===== src/rtl/fragment_writer.sv =====
// Fragment writer: clips rasterizer fragments, queues {addr, colour} in a
// FIFO and drains them to the framebuffer over a req/ack handshake.
// Ports: clk, rst (async, active-high), i_clear, i_color,
//   i_fragment_valid/x/y, i_lambda0..2, i_done, o_fb_req/addr/data,
//   i_fb_ack, o_frame_done, o_overflow, o_pix_count, o_clip_count.
// Option: define SHADE_EN to derive colour from the lambdas instead of
//   i_color.
module fragment_writer #(
  parameter int CORD_WIDTH   = 10,
  parameter int FB_WIDTH     = 640,
  parameter int FB_HEIGHT    = 480,
  parameter int ADDR_WIDTH   = 19,
  parameter int FIFO_DEPTH   = 8,
  parameter int LAMBDA_SHIFT = 4,
  parameter int CNT_WIDTH    = 16
) (
  input  logic                             clk,
  input  logic                             rst,
  input  logic                             i_clear,
  input  logic [15:0]                      i_color,
  input  logic                             i_fragment_valid,
  input  logic signed [CORD_WIDTH-1:0]     i_fragment_x,
  input  logic signed [CORD_WIDTH-1:0]     i_fragment_y,
  input  logic signed [2*CORD_WIDTH:0]     i_lambda0,
  input  logic signed [2*CORD_WIDTH:0]     i_lambda1,
  input  logic signed [2*CORD_WIDTH:0]     i_lambda2,
  input  logic                             i_done,
  output logic                             o_fb_req,
  output logic [ADDR_WIDTH-1:0]            o_fb_addr,
  output logic [15:0]                      o_fb_data,
  input  logic                             i_fb_ack,
  output logic                             o_frame_done,
  output logic                             o_overflow,
  output logic [CNT_WIDTH-1:0]             o_pix_count,
  output logic [CNT_WIDTH-1:0]             o_clip_count
);

  localparam int LW = 2*CORD_WIDTH+1;
  localparam int PW = $clog2(FIFO_DEPTH);
  localparam int EW = ADDR_WIDTH+16;

  typedef enum logic {
    IDLE,
    REQ
  } state_t;

  state_t                  state_q;
  logic                    req_q;
  logic [ADDR_WIDTH-1:0]   addr_q;
  logic [15:0]             data_q;

  logic [EW-1:0]           mem_q [FIFO_DEPTH];
  logic [PW-1:0]           wr_ptr_q;
  logic [PW-1:0]           rd_ptr_q;
  logic [PW:0]             cnt_q;

  logic [CNT_WIDTH-1:0]    pix_q, pix_d;
  logic [CNT_WIDTH-1:0]    clip_q, clip_d;
  logic                    ovf_q, ovf_d;
  logic                    pend_q, pend_d;
  logic                    fdone_q, fdone_d;

  logic signed [31:0]      x_s;
  logic signed [31:0]      y_s;
  logic                    in_range;
  logic                    frag_in;
  logic                    frag_clip;
  logic                    full;
  logic                    empty;
  logic                    ack_hs;
  logic                    pop;
  logic                    push;
  logic                    drop;
  logic                    fire;
  logic [ADDR_WIDTH-1:0]   addr_c;
  logic [15:0]             colour_c;

  assign x_s = 32'(i_fragment_x);
  assign y_s = 32'(i_fragment_y);

  assign in_range = (x_s >= 0) && (x_s < FB_WIDTH) &&
                    (y_s >= 0) && (y_s < FB_HEIGHT);

  assign frag_in   = i_fragment_valid &  in_range;
  assign frag_clip = i_fragment_valid & ~in_range;

  assign full   = (cnt_q == (PW+1)'(FIFO_DEPTH));
  assign empty  = (cnt_q == '0);
  assign ack_hs = req_q & i_fb_ack;

  // IDLE pops whenever data is waiting; REQ only refills on a handshake.
  assign pop  = ~empty & ((state_q == IDLE) | ack_hs);
  // A full FIFO still accepts when the same edge frees a slot.
  assign push = frag_in & (~full | pop);
  assign drop = frag_in & full & ~pop;

  assign addr_c = ADDR_WIDTH'(y_s) * ADDR_WIDTH'(FB_WIDTH)
                + ADDR_WIDTH'(x_s);

`ifdef SHADE_EN
  function automatic logic [5:0] sat(
    input logic signed [LW-1:0] v,
    input logic [5:0]           maxv
  );
    logic signed [LW-1:0] s;
    logic signed [LW-1:0] m;
    s = v >>> LAMBDA_SHIFT;
    m = LW'(maxv);
    if (s[LW-1])    return '0;
    else if (s > m) return maxv;
    else            return s[5:0];
  endfunction

  logic [5:0] r_s, g_s, b_s;
  logic       unused_in;

  assign r_s = sat(i_lambda0, 6'd31);
  assign g_s = sat(i_lambda1, 6'd63);
  assign b_s = sat(i_lambda2, 6'd31);
  assign colour_c  = {r_s[4:0], g_s, b_s[4:0]};
  assign unused_in = ^{r_s[5], b_s[5], i_color};
`else
  logic unused_in;

  assign colour_c  = i_color;
  assign unused_in = ^{i_lambda0, i_lambda1, i_lambda2};
`endif

  // Frame completes only once nothing is queued, in flight or arriving.
  assign fire = pend_q & empty & (state_q == IDLE) & ~push;

  always_comb begin
    pix_d   = pix_q;
    clip_d  = clip_q;
    ovf_d   = ovf_q | drop;
    pend_d  = (pend_q & ~fire) | (i_done & ~pend_q);
    fdone_d = fire;
    if (ack_hs)    pix_d  = pix_q + 1'b1;
    if (frag_clip) clip_d = clip_q + 1'b1;
    if (i_clear) begin
      pix_d  = '0;
      clip_d = '0;
      ovf_d  = 1'b0;
    end
  end

  always_ff @(posedge clk) begin
    if (push) mem_q[wr_ptr_q] <= {addr_c, colour_c};
  end

  always_ff @(posedge clk or posedge rst) begin
    if (rst) begin
      wr_ptr_q <= '0;
      rd_ptr_q <= '0;
      cnt_q    <= '0;
    end else begin
      if (push) wr_ptr_q <= wr_ptr_q + 1'b1;
      if (pop)  rd_ptr_q <= rd_ptr_q + 1'b1;
      case ({push, pop})
        2'b10:   cnt_q <= cnt_q + 1'b1;
        2'b01:   cnt_q <= cnt_q - 1'b1;
        default: cnt_q <= cnt_q;
      endcase
    end
  end

  always_ff @(posedge clk or posedge rst) begin
    if (rst) begin
      state_q <= IDLE;
      req_q   <= 1'b0;
      addr_q  <= '0;
      data_q  <= '0;
    end else begin
      unique case (state_q)
        IDLE: begin
          if (!empty) begin
            {addr_q, data_q} <= mem_q[rd_ptr_q];
            req_q            <= 1'b1;
            state_q          <= REQ;
          end
        end
        REQ: begin
          if (i_fb_ack) begin
            if (!empty) begin
              {addr_q, data_q} <= mem_q[rd_ptr_q];
            end else begin
              req_q   <= 1'b0;
              state_q <= IDLE;
            end
          end
        end
      endcase
    end
  end

  always_ff @(posedge clk or posedge rst) begin
    if (rst) begin
      pix_q   <= '0;
      clip_q  <= '0;
      ovf_q   <= 1'b0;
      pend_q  <= 1'b0;
      fdone_q <= 1'b0;
    end else begin
      pix_q   <= pix_d;
      clip_q  <= clip_d;
      ovf_q   <= ovf_d;
      pend_q  <= pend_d;
      fdone_q <= fdone_d;
    end
  end

  assign o_fb_req     = req_q;
  assign o_fb_addr    = addr_q;
  assign o_fb_data    = data_q;
  assign o_frame_done = fdone_q;
  assign o_overflow   = ovf_q;
  assign o_pix_count  = pix_q;
  assign o_clip_count = clip_q;

endmodule

===== config.mk =====
export PLATFORM = sky130hd
export DESIGN_NAME = fragment_writer
export DESIGN_NICKNAME = d
export VERILOG_FILES = /design/src/rtl/fragment_writer.sv
export SDC_FILE = /design/constraint.sdc
export NUM_CORES = 1
export LEC_CHECK = 0
export CORE_ASPECT_RATIO = 1.75
export CORE_MARGIN = 2
export CORE_UTILIZATION = 39
export DETAILED_ROUTE_END_ITERATION = 6
export PLACE_DENSITY = 0.61
export SLEW_MARGIN = 20
export SYNTH_ARGS = -nofsm -noshare
export SYNTH_HDL_FRONTEND = slang
export SYNTH_SLANG_ARGS = --single-unit

===== constraint.sdc =====
create_clock -name clk -period 6.25 [get_ports clk]
set_input_delay 1.875 -clock clk [delete_from_list [all_inputs] [get_ports clk]]
set_output_delay 1.875 -clock clk [all_outputs]
set_load 0.01 [all_outputs]

==> Word level (Yosys, flattened, before mapping) <==
Memories as Yosys holds them, arrays and structs flattened.
Index checks and enable logic that the tools add are counted.
{ "word_totals": {"reg_bits": 82, "mem_bits_rw": 280, "inputBits": 105, "output_inout_bits": 70, "elab_cells": 84, "n_memories": 1} }
{ "op_classes": {"addsub": 7, "n_mul": 1, "order_cmp": 4, "n_eq_ne": 6, "mux": 21, "bitwise_logic": 24, "reduce_logical": 8} }
{ "memory_table": {"columns": ["name", "words", "width", "rd", "rd_clocked_by_memory_dff", "write_ports", "line", "source"], "rows": [
  ["mem_q", 8, 35, 1, 0, 1, "52", "logic [EW-1:0] mem_q [FIFO_DEPTH];"]
]} }
{ "ops": {"columns": ["cell", "count"], "rows": [
  ["$mux 16", 6],
  ["$mux 19", 2],
  ["$pmux 19 s2", 1],
  ["$add 16x1->16 const B", 2],
  ["$pmux 16 s2", 1],
  ["$ge 10x1->1 const B", 2],
  ["$add 19x10->19", 1],
  ["$and 1x1->1", 12],
  ["$mul 10x4->12 const B", 1],
  ["$lt 10x11->1 const B", 1],
  ["$lt 10x10->1 const B", 1],
  ["$mux 1", 8],
  ["$not 1->1", 8],
  ["$pmux 4 s2", 1],
  ["$add 3x1->3 const B", 2],
  ["$reduce_bool 2->1", 3],
  ["$add 4x1->4 const B", 1],
  ["$eq 4x4->1 const B", 1],
  ["$logic_not 4->1", 1],
  ["$ne 2x2->1 const B", 2],
  ["$or 1x1->1", 4],
  ["$pmux 1 s2", 2],
  ["$sub 4x1->4 const B", 1],
  ["$logic_and 1x1->1", 3],
  ["other kinds (4)", 4]
]} }

==> Depth between registers and ports, before layout <==
{ "logic_depth": {"depth_word": 11, "depth_mapped": 14, "ltp_nobuf": 14} }

==> Worst setup path after synthesis <==
OpenSTA, ideal clock, no wires.
{ "synth_timing": {"path_kind": "input to register", "from": "in i_fragment_y[9]", "to": "mem mem_q[4][0] (netlist bit) (enable)", "setup_time_ns": 0.528, "t_arrival_ns": 6.737, "path_slack_ns": -1.015, "stages": 6, "path_buffers": 0, "path_cell_list": "inv_1 > ha_1 > or4b_4 > o21ai_4 > nand4_4 > nor4b_1"} }
{ "synth_via": {"elab_chain_cells": 7} }
{ "synth_rtl": {"columns": ["element", "line", "source"], "rows": [
  ["start: declaration", "23", "input logic signed [CORD_WIDTH-1:0] i_fragment_y,"],
  ["$ge 10x1->1", "82", "(y_s >= 0) && (y_s < FB_HEIGHT);"],
  ["$logic_and 1x1->1", "81", "assign in_range = (x_s >= 0) && (x_s < FB_WIDTH) &&"],
  ["$logic_and 1x1->1 (*)", "82", null],
  ["$and 1x1->1 (*)", "84", "assign frag_in = i_fragment_valid & in_range;"],
  ["$and 1x1->1 (*)", "94", "assign push = frag_in & (~full | pop);"],
  ["$mux 1 (*)", "148", "if (push) mem_q[wr_ptr_q] <= {addr_c, colour_c};"],
  ["$mux 1 (implied by the code) (*)", "148", null],
  ["end: declaration", "52", null]
]} }
Every way passes the cells marked *; elsewhere a longest branch is shown, timed or not.

==> Worst setup path after layout <==
{ "layout_timing": {"from": "in i_fragment_y[4]", "to": "mem mem_q[1][34] (netlist bit) (data pin)"} }
{ "layout_via": {"elab_chain_cells": 2} }
{ "layout_rtl": {"columns": ["element", "line", "source"], "rows": [
  ["$mul 10x4->12", "97", "assign addr_c = ADDR_WIDTH'(y_s) * ADDR_WIDTH'(FB_WIDTH)"],
  ["$add 19x10->19", "98", "+ ADDR_WIDTH'(x_s);"],
  ["named net addr_c[18]", "75", "logic [ADDR_WIDTH-1:0] addr_c;"]
]} }
The timed path passes the listed nets, and every way through them passes these cells.

==> impl_metrics.ini <==
[outcome]
status = completed

[critical_path]
cp-endpoint = mem_q[1][34]
end_kind = register
r2r_start = rd_ptr_q[0]
crit_required_ps = 6530
path_max_fanout = 8
crit_type = input port to register
cpPeakStageDelay_ps = 540
crit_start = i_fragment_y[4]
r2r_setup_slack_ps = 3500
worstPathArrival_ps = 5430
critPathSlowestCell = clkdlybuf4s50_1
worst_setup_path_start_kind = input port
r2r_cells = 4
critical_path.reg2reg.endpoint = o_fb_data[3]
crit_path_frequent_cell = ha_1
path_cells = clkdlybuf4s50_1, ha_1, ha_1, a21o_1, a21oi_1, o21ai_0, o41ai_1, xnor2_1, ha_1, and4_1, a221o_1, xnor2_1

[global_route]
antenna_found_initial = 0
grt_usage_pct = 15.4
grt_pass1_wl_um = 48000
globalRouteMet1Util_pct = 17.7
use_met3_pct = 1.89
grt_max_degree = 45
overflow = 0
grt_pass1_vias = 8317
gr-max-usage-layer = met2
use_met2_pct = 29.8

[synth]
seq_area_frac_synth_pct = 69.8
avgSynthCellArea_um2 = 17.3
synth_cells = 869
synth_top_area_share_pct = 56.1
yosys_warnings = 0
ys.flop_type = edfxtp_1
synthDistinctLibCells = 54
synth_nets = 1014
syn-cell-area_um2 = 15000
synth_edf_count = 280
yosys-top-cells-area = edfxtp_1 56%, dfrtp_1 14%, mux4_2 11%, ha_1 3.1%, mux2i_1 2.4%
ys_ff_latch = 362
yosys.area.top_type = edfxtp_1
async_reset_ff_share_pct = 22.7

[sta]
setup_violations = 0
min_period_ps = 5150
slew_headroom_pct = 39.4
tns_ps = 0
period_share_pct = 82.4
final.setup_skew_ps = 16.4
fmax_mhz = 194
rsz0062_at_grt = no
maxSlewViolCount = 0
layout_setup_ws_ps = 1100
tightest_slew_ps = 908
finalHoldViolations = 0

[route]
drc = 0
drt_pass1_iterations = 4
drtAntennaViolNets = 0
drtIter0Drc = 393
drt_wl_total_um = 30600
vias = 7790
post_drt_wl_per_cell_um = 20.2
via_per_inst = 5.15

[floorplanning]
rows = 95
die_area_um2 = 40100
core_um2 = 38200
initial_utilization_pct = 39.3
die_width_um = 152
io_pins = 175
die_h_um = 263

[cts]
cts_hold_buffers = 0
htreeDepth = 1
clkSinkCount = 362
path_clk_slew_ps = 70
clock_latency_ps = 570
cts_root_buffer = clkbuf_16
cts_tree = yes
cts_inserted_buffers = 31
cts_resized = 0
cts_buffer_depth = 3
post_cts_buffers = 0

[min_path]
hp-class = register to register

[final_layout]
diodes = 0
layout-drive-gt1-share_pct = 16.9
final_common_cell = edfxtp_1
fillCellCount = 3218
finalNetCount = 1150
multi_input_area_um2 = 4400
final_util_pct = 46.9
area_growth_pct = 19.4
mostFrequentLayoutCells = 280 x edfxtp_1, 111 x clkdlybuf4s50_1, 80 x nor2_1
seq_area_um2 = 10500

[place]
place_ws_ps = 511
numPortBuffers = 111
gp_congestion = 0.718
dp_hpwl_um = 19300

[run]
max_cap_violations = 0

[pwr]
power_density_nw_per_um2 = 389
p_leak_uw = 0.00630
ir_worst_vdd_uv = 208
cell type report:
cell class              count  share of cell area, %
flip-flops and latches    362                   58.5
clock inverters            11                  0.580
clock buffers              45                   5.14
inverters                  22                  0.469
multi-input cells         452                   24.6
repair buffers            136                   7.33
well taps                 485                   3.39
Yosys cell counts, types with 12 or more instances:
| master | number |
|---|---|
| a21oi_1 | 48 |
| clkbuf_1 | 24 |
| dfrtp_1 | 82 |
| edfxtp_1 | 280 |
| ha_1 | 37 |
| inv_1 | 22 |
| mux2i_1 | 36 |
| mux4_2 | 70 |
| nand2_1 | 31 |
| nand3_1 | 12 |
| nor2_1 | 81 |
| xnor2_1 | 25 |
| xor2_1 | 27 |
worst min-delay path by stage:
| stage | start | end | slack [ps] | depth (start not counted) |
|---|---|---|---|---|
| floorplan | pend_q | pend_q | 460 | 2 |
| global route | cnt_q[3] | cnt_q[3] | 540 | 1 |
| global placement | pend_q | pend_q | 480 | 2 |
| detailed placement | pend_q | pend_q | 490 | 2 |
| CTS | cnt_q[3] | cnt_q[3] | 510 | 1 |
| finish | cnt_q[3] | cnt_q[3] | 510 | 1 |
per-stage QoR:
step / power (uW) / cells / instance area [um2] / hold WS, ps
2_1_floorplan: 4440 / 869 / 15000 / 456
3_3_place_gp: 5120 / 1457 / 16900 / 483
3_5_place_dp: 5140 / 1457 / 16900 / 494
4_1_cts: 7080 / 1513 / 17900 / 513
5_1_grt: 7320 / 1513 / 17900 / 537
6_report: 6960 / 1513 / 17900 / 510
metal layers:
metal / vias up / routed length (um) / share of wire, %
li1: 3612 / - / -
met1: 3996 / 11800 / 39
met2: 151 / 17200 / 56
met3: 31 / 1100 / 3.6
met4: 0 / 496 / 1.6
met5: - / 0 / 0
where the power goes:
part | leakage, uW | internal, uW | switching, uW | total [uW]
Combinational | 0.00226 | 980 | 846 | 1830
Clock | 0.000514 | 1100 | 830 | 1930
Sequential | 0.00353 | 2910 | 301 | 3210
cells by family after synthesis:
logic type      share of synthesized area [%]
compound gates                           3.39
mux                                      13.1
buf+inv                                  1.44
fa+ha+maj                                3.49
flops                                    69.8
xor+xnor                                 3.04
simple gates                             5.77
state kept, by name (all words and copies together) (netlist names):
name / cells
o_clip_count: 16
state_q: 1
rd_ptr_q: 3
cnt_q: 4
o_fb_addr: 19
mem_q: 280
o_fb_data: 16
pend_q: 1
o_overflow: 1
o_frame_done: 1
o_pix_count: 16
o_fb_req: 1
wr_ptr_q: 3
worst max-delay path, delay by kind of cell:
family	cells	cell delay, ps
AND/OR/NAND/NOR	1	170
adder cells (fa/ha/maj)	3	880
AO/OA/AOI/OAI	5	1300
buffers and inverters	1	540
XOR/XNOR	2	660
(Power assumes the default switching activity.)
